<file path="src/rtl/bcd_serial_adder.sv">
// Serial packed-BCD adder/subtractor: one decimal digit per clock, LS digit first.
// Shares one 4-bit binary adder with +6 decimal correction and uses a start/busy/done handshake.
module bcd_serial_adder #(
    parameter int unsigned NDIGITS = 4
) (
    input  logic                 clk,
    input  logic                 rst_n,
    input  logic                 Start,
    input  logic                 Sub,
    input  logic [4*NDIGITS-1:0] A,
    input  logic [4*NDIGITS-1:0] B,
    input  logic                 Cin,
    output logic [4*NDIGITS-1:0] Sum,
    output logic                 Cout,
    output logic                 Busy,
    output logic                 Done,
    output logic                 Err
);

    localparam int unsigned W  = 4 * NDIGITS;
    localparam int unsigned KW = $clog2(NDIGITS + 1);

    typedef enum logic [1:0] {
        IDLE = 2'd0,
        RUN  = 2'd1,
        DONE = 2'd2
    } state_t;

    state_t          state;
    logic [W-1:0]    a_sh;
    logic [W-1:0]    b_sh;
    logic [W-1:0]    res;
    logic [KW-1:0]   k;
    logic            carry;
    logic            sub_r;
    logic            err_work;

    logic [3:0]      b_eff_c;
    logic [4:0]      s_c;
    logic [3:0]      digit_c;
    logic            carry_c;
    logic            err_c;

    // Single digit slice: binary add, then decimal correction when the sum exceeds 9.
    always_comb begin
        b_eff_c = sub_r ? 4'(4'd9 - b_sh[3:0]) : b_sh[3:0];
        s_c     = 5'(a_sh[3:0]) + 5'(b_eff_c) + 5'(carry);
        digit_c = s_c[3:0];
        carry_c = 1'b0;
        if (s_c > 5'd9) begin
            digit_c = 4'(s_c + 5'd6);
            carry_c = 1'b1;
        end
        err_c = (a_sh[3:0] > 4'd9) | (b_sh[3:0] > 4'd9);
    end

    always_ff @(posedge clk or negedge rst_n) begin
        if (!rst_n) begin
            state    <= IDLE;
            a_sh     <= '0;
            b_sh     <= '0;
            res      <= '0;
            k        <= '0;
            carry    <= 1'b0;
            sub_r    <= 1'b0;
            err_work <= 1'b0;
            Sum      <= '0;
            Cout     <= 1'b0;
            Busy     <= 1'b0;
            Done     <= 1'b0;
            Err      <= 1'b0;
        end else begin
            Done <= 1'b0;
            case (state)
                IDLE, DONE: begin
                    if (Start) begin
                        state    <= RUN;
                        Busy     <= 1'b1;
                        a_sh     <= A;
                        b_sh     <= B;
                        carry    <= Cin;
                        sub_r    <= Sub;
                        res      <= '0;
                        k        <= '0;
                        err_work <= 1'b0;
                    end else begin
                        state <= IDLE;
                        Busy  <= 1'b0;
                    end
                end
                RUN: begin
                    if (k == KW'(NDIGITS)) begin
                        // All digits shifted in; publish the result.
                        state <= DONE;
                        Busy  <= 1'b0;
                        Done  <= 1'b1;
                        Sum   <= res;
                        Cout  <= carry;
                        Err   <= err_work;
                    end else begin
                        res      <= (res >> 4) | (W'(digit_c) << (W - 4));
                        a_sh     <= a_sh >> 4;
                        b_sh     <= b_sh >> 4;
                        carry    <= carry_c;
                        err_work <= err_work | err_c;
                        k        <= k + KW'(1);
                    end
                end
                default: begin
                    state <= IDLE;
                    Busy  <= 1'b0;
                end
            endcase
        end
    end

endmodule
</file>
<file path="config.mk">
export PLATFORM = sky130hd
export DESIGN_NAME = bcd_serial_adder
export DESIGN_NICKNAME = d
export VERILOG_FILES = /design/src/rtl/bcd_serial_adder.sv
export SDC_FILE = /design/constraint.sdc
export NUM_CORES = 1
export LEC_CHECK = 0
export ABC_AREA = 0
export BUFFER_PORTS_ARGS = -buffer_cell sky130_fd_sc_hd__buf_4
export CORE_MARGIN = 2
export CORE_UTILIZATION = 40
export DETAILED_ROUTE_END_ITERATION = 12
export SYNTH_ARGS = -nofsm -noshare
export SYNTH_HDL_FRONTEND = slang
export SYNTH_SLANG_ARGS = --single-unit
export TNS_END_PERCENT = 5
</file>
<file path="constraint.sdc">
create_clock -name clk -period 4.1 [get_ports clk]
set_input_delay 0.41 -clock clk [delete_from_list [all_inputs] [get_ports clk]]
set_output_delay 0.41 -clock clk [all_outputs]
set_load 0.01 [all_outputs]
</file>
==> out/metrics.cfg, run 1 <==
[floorplan]
core_area_sq_mm = 0.008175
start_util_pct = 40.96
die_area_sq_mm = 0.009118
ioPinCount = 57
rows = 33
die_x_microns = 95.49
chipHeight_microns = 95.49

[sta]
rsz0062_at_grt = no
finClkSkew_ns = 0.008199
relSlewSlack_pct = 22.42
slew_violations = 0
fin_ws_ns = 1.125
setup_viol = 0
post-route-period-util_pct = 72.55
fin_crit_ns = 2.975
fmax_ghz = 0.3362
hold_viol = 0
holdWs_ns = 0.2111
tightestPinTransition_ns = 1.162
final.setup.tns_ns = 0

[synthesis]
synthFlopType = dfrtp_1
synthTopCellsByArea = dfrtp_1, nand2_1, mux2_2
synth_area_sq_mm = 0.003348
syn_area_per_cell_sq_um = 10.33
syn_inst = 324
synth-seq-cells = 76
ys_seq_area_share_pct = 56.80
synth_edf_count = 0
yosysMostFrequentCell = nand2_1
yosys.area.top_type_share_pct = 56.80
synth_top_cell_by_area = dfrtp_1
synth_warnings = 0
async_reset_ff_share_pct = 100.0
yosys.cell_types.count = 35
synth_nets = 370
synthTopCellsByCount = nand2_1, dfrtp_1, o21ai_0

[power]
leakage_nw = 2.075
p_int_mw = 2.251
p_sw_share_pct = 38.84
power.switching_mw = 1.430
p_clk_share_pct = 19.0
ir_drop_mv = 0.3438
p_comb_share_pct = 46.3
seq_power_share_pct = 34.7
power_density_mw_per_mm2 = 904.6

[cells_and_area]
finalNonFillerCells = 483
multi_input_area_sq_mm = 0.001313
drive_gt1_share_pct = 25.13
n_fill_cell = 789
finalNetCount = 419
antenna_cells = 0
fin_area_sq_mm = 0.004069
layout.area.seq_sq_mm = 0.001902
area_growth_pct = 21.52

[detailed_routing]
vias_per_cell = 4.967
wl_per_cell_microns = 14.01
ant_nets = 0
drt_first_pass_iters = 5
drt_iter0_markers = 114
finalWirelength_mm = 6.768
via_count = 2399
drc = 0

[global_route]
antenna_found_initial = 0
use_met1_pct = 22.10
grt_start_max_net_pins = 77
first_global_vias = 2349
grt_pass1_wl_mm = 11.27
gr-total-overflow = 0
busiest_layer = met2
grt_usage_pct = 16.61
met3_usage_pct = 4.664
grtUsageMet2_pct = 25.35

[worst_setup_path]
cp-start-kind = flop
cp_max_fo = 48
critPathArrivalTime_ns = 3.20
r2r_setup_slack_ns = 1.13
end_kind = flop
crit_path_start = state[0]
worstPathRequired_ns = 4.33
path_class = reg -> reg
r2r-start = state[0]

[place]
dp_hpwl_mm = 4.349
port_buffers = 56
dp_slack_ns = 1.094
placed_cells = 467
place_area_sq_mm = 0.003819
place_congestion = 0.7627

[run_status]
status = complete, no violations

[clocking]
clock-sinks = 76
h-tree-depth = 3
clk_latency_ns = 0.35
cts.clk_slew.worst_paths_ns = 0.07
cts_hold_buf = 0
cts_tree = built
cts_setup_buffers = 0
cts_made_buffers = 9
root_buffer = clkbuf_8
cts_resized = 0
clockBufferDepth = 2

[min_path]
hp-class = in -> async

[flow_run]
drv_cap = 0

## logic make-up after synthesis
kind of cell / Yosys count / synth area share (%)
DFF: 76 / 56.80
xor gates and xnor gates: 5 / 1.532
and+or+nand+nor: 122 / 15.10
muxes: 24 / 7.810
AOI/OAI and AO/OA: 57 / 10.76
adders and majority gates: 9 / 3.812
buffers and inverters: 31 / 4.186
## flip-flops by register name, summed over array words and instances (netlist names), 2 cells and up
signal / flops
k: 3
res: 16
Sum: 16
b_sh: 16
state: 2
a_sh: 16
## cells in the final DEF (no fill, tap or decap), types with 3 or more instances in the layout
master	n
clkbuf_8	11
mux2i_1	7
buf_4	57
nand3_1	15
bufinv_16	3
a21oi_1	6
nand2_1	92
dfrtp_1	76
a22oi_1	18
mux2_2	17
nor3_1	4
ha_1	7
o21ai_0	24
inv_1	12
## worst max-delay path, cell delays in order, from the launching register on
cell	delay, ns
dfrtp_1	0.39
and2b_1	0.35
and2_2	0.55
nor2_2	1.02
inv_1	0.29
o21ai_0	0.16
o22ai_1	0.09
## final cells by class
cell class              count  area share, %
clock buffers              12          3.813
flip-flops and latches     76          46.74
repair buffers             57          10.52
multi-input cells         217          32.26
clock inverters             4          2.337
inverters                  12          1.107
well taps                 105          3.229
## routing by layer
layer,part of all wire (%),wire [microns],vias to the layer above
met5,0,0,-
met4,1.8,124,0
met3,4.5,307,11
met2,46,3127,55
met1,47,3208,1135
li1,-,-,1198
## power groups by stage
stage          registers [mW]  logic [mW]  clock network [mW]
4_1_cts                  1.28        1.72               0.715
3_3_place_gp             1.28        1.66                   0
2_1_floorplan            1.29        1.28                   0
5_1_grt                  1.32        1.95               0.760
3_5_place_dp             1.30        1.71                   0
6_report                 1.28        1.70               0.701
## stage by stage
step | utilization (%) | power (mW)
2_1_floorplan | - | 2.567
3_3_place_gp | 46.71 | 2.948
3_5_place_dp | 46.71 | 3.011
4_1_cts | 49.77 | 3.722
5_1_grt | 49.77 | 4.037
6_report | 49.77 | 3.681
## final timing paths
check / to / cells after the start
worst max-delay path: carry / 6
worst min-delay path: Sum[7] / 1
worst max register to register: carry / 6
worst min register to register: b_sh[7] / 2
max in group asynchronous: b_sh[3] / 1
min in group clk: sub_r / 3
Note: power is estimated with default switching activity, not from simulation.
==> run 2, diff against run 1 <==
- clock period: 4.1 -> 2.86 ns (I/O delays scaled with it)
==> run 2 against run 1 <==
  * Total power increased by 41%
  * Non-clock buffer count increased by 6
  * Via count about the same
  * Clock skew increased by 0.0055 ns
  * Sequential power increased by 43%
  * Worst hold slack got worse by 0.13 ns
  * Largest cell class unchanged
  * Highest routed layer unchanged
==> out/metrics.cfg, run 2 (synthesis gave the netlist of run 1 again) <==
[run_status]
status = complete, no violations

[power]
p_comb_share_pct = 50.1
power.switching_mw = 2.103
p_int_mw = 3.071
p_sw_share_pct = 40.65
ir_drop_mv = 0.4537
seq_power_share_pct = 35.4
power_density_mw_per_mm2 = 1269
p_clk_share_pct = 14.5
leakage_nw = 2.079

[cells_and_area]
mostFrequentLayoutCell = nand2_1
drive_gt1_share_pct = 27.08
final_cell_mix = nand2_1, dfrtp_1, buf_4
antenna_cells = 0
area_growth_pct = 21.75
n_fill_cell = 789
finalNetCount = 425

[sta]
final.setup.tns_ns = 0
setup_viol = 0
finClkSkew_ns = 0.01367
hold_viol = 0
tightestPinTransition_ns = 0.9431
fmax_ghz = 0.3737
post-route-period-util_pct = 93.55
holdWs_ns = 0.08336
slew_violations = 0
fin_crit_ns = 2.676
relSlewSlack_pct = 37.13

[floorplan]
die_area_sq_mm = 0.009118
rows = 33
die_x_microns = 95.49
chipHeight_microns = 95.49
start_util_pct = 40.96
ioPinCount = 57
core_area_sq_mm = 0.008175

[place]
dp_hpwl_mm = 4.479
place_congestion = 0.8316
port_buffers = 56

[flow_run]
drv_cap = 0

[detailed_routing]
drt_first_pass_iters = 4
drt_iter0_markers = 106
vias_per_cell = 4.908
finalWirelength_mm = 6.623
via_count = 2400
wl_per_cell_microns = 13.54
ant_nets = 0
drc = 0

[worst_setup_path]
path_class = reg -> reg
end_kind = flop
r2r_setup_slack_ns = 0.18
r2r_end = res[14]
r2r_cells = 11
worstPathRequired_ns = 3.12
crit_path_start = sub_r
r2r-start = sub_r
cp_max_fo = 5
endpoint = res[14]
critPathArrivalTime_ns = 2.93
cp-start-kind = flop

[global_route]
grt_usage_pct = 16.82
grt_pass1_wl_mm = 11.56
first_global_vias = 2467
gr-total-overflow = 0
grt_start_max_net_pins = 77
antenna_found_initial = 0

[clocking]
cts_setup_buffers = 0
h-tree-depth = 3
cts_made_buffers = 9
cts_hold_buf = 0
cts.clk_slew.worst_paths_ns = 0.08
clock-sinks = 76
clk_latency_ns = 0.34
cts_tree = built
cts_resized = 0
clockBufferDepth = 2
root_buffer = clkbuf_8

[min_path]
hp-class = in -> async

run 2: changes by cell type in the layout (fill, tap and decap cells not counted), sizes merged:
cell / before / now
buf: 57 / 63
bufinv: 3 / 0
clkinv: 1 / 3
clkbuf: 12 / 11
clkinvlp: 0 / 1
inv: 12 / 13
run 2: worst min path at each step:
stage               startpoint       end  slack [ns]  depth (start not counted)
finish                   rst_n    Sum[9]        0.08                          1
global route             B[14]  b_sh[14]        0.12                          3
CTS                      rst_n  a_sh[15]        0.12                          1
detailed placement     b_sh[4]   b_sh[4]        0.46                          2
global placement       b_sh[4]   b_sh[4]        0.46                          2
floorplan                rst_n      Busy       -0.01                          0
run 2: cell type report:
class | instances | area [sq um] | area share [%]
Inverter | 12 | 45.04 | 1.105
Multi-Input combinational cell | 217 | 1326 | 32.54
Timing Repair Buffer | 63 | 485.5 | 11.91
Tap cell | 105 | 131.4 | 3.223
Sequential cell | 76 | 1902 | 46.65
Clock buffer | 11 | 151.4 | 3.714
Clock inverter | 5 | 35.03 | 0.8594
run 2: worst max-delay path: stages (launching register included):
cell      delay (ns)
dfrtp_1         0.43
xnor2_1         0.21
fa_1            0.21
inv_1           0.05
fa_1            0.42
xor2_2          0.21
inv_1           0.06
ha_1            0.24
nand2_1         0.07
o31ai_1         0.15
or4_1           0.43
o211ai_1        0.10
run 2: power by group through the flow:
stage | combinational (mW) | clock (mW) | sequential, mW
global route | 2.98 | 0.835 | 1.90
global placement | 2.48 | 0 | 1.84
detailed placement | 2.54 | 0 | 1.86
finish | 2.59 | 0.751 | 1.83
CTS | 2.56 | 0.780 | 1.84
floorplan | 1.84 | 0 | 1.84
run 2: stage by stage:
stage | setup slack (ns) | total power [mW] | utilization, % | cell area, sq um | cells
5_1_grt | -0.005750 | 5.719 | 49.86 | 4076 | 489
2_1_floorplan | 0.3966 | 3.681 | - | 3348 | 324
6_report | 0.1844 | 5.174 | 49.86 | 4076 | 489
3_5_place_dp | 0.1308 | 4.401 | 47.41 | 3876 | 473
3_3_place_gp | 0.2478 | 4.323 | 47.41 | 3876 | 473
4_1_cts | 0.1107 | 5.180 | 49.69 | 4063 | 489
run 2: metal layers:
metal | global-route usage, % | share of wire, %
met4 | 5.833 | 1.8
met2 | 27.41 | 49
met3 | 7.352 | 6.0
met5 | 0 | 0
met1 | 19.88 | 43
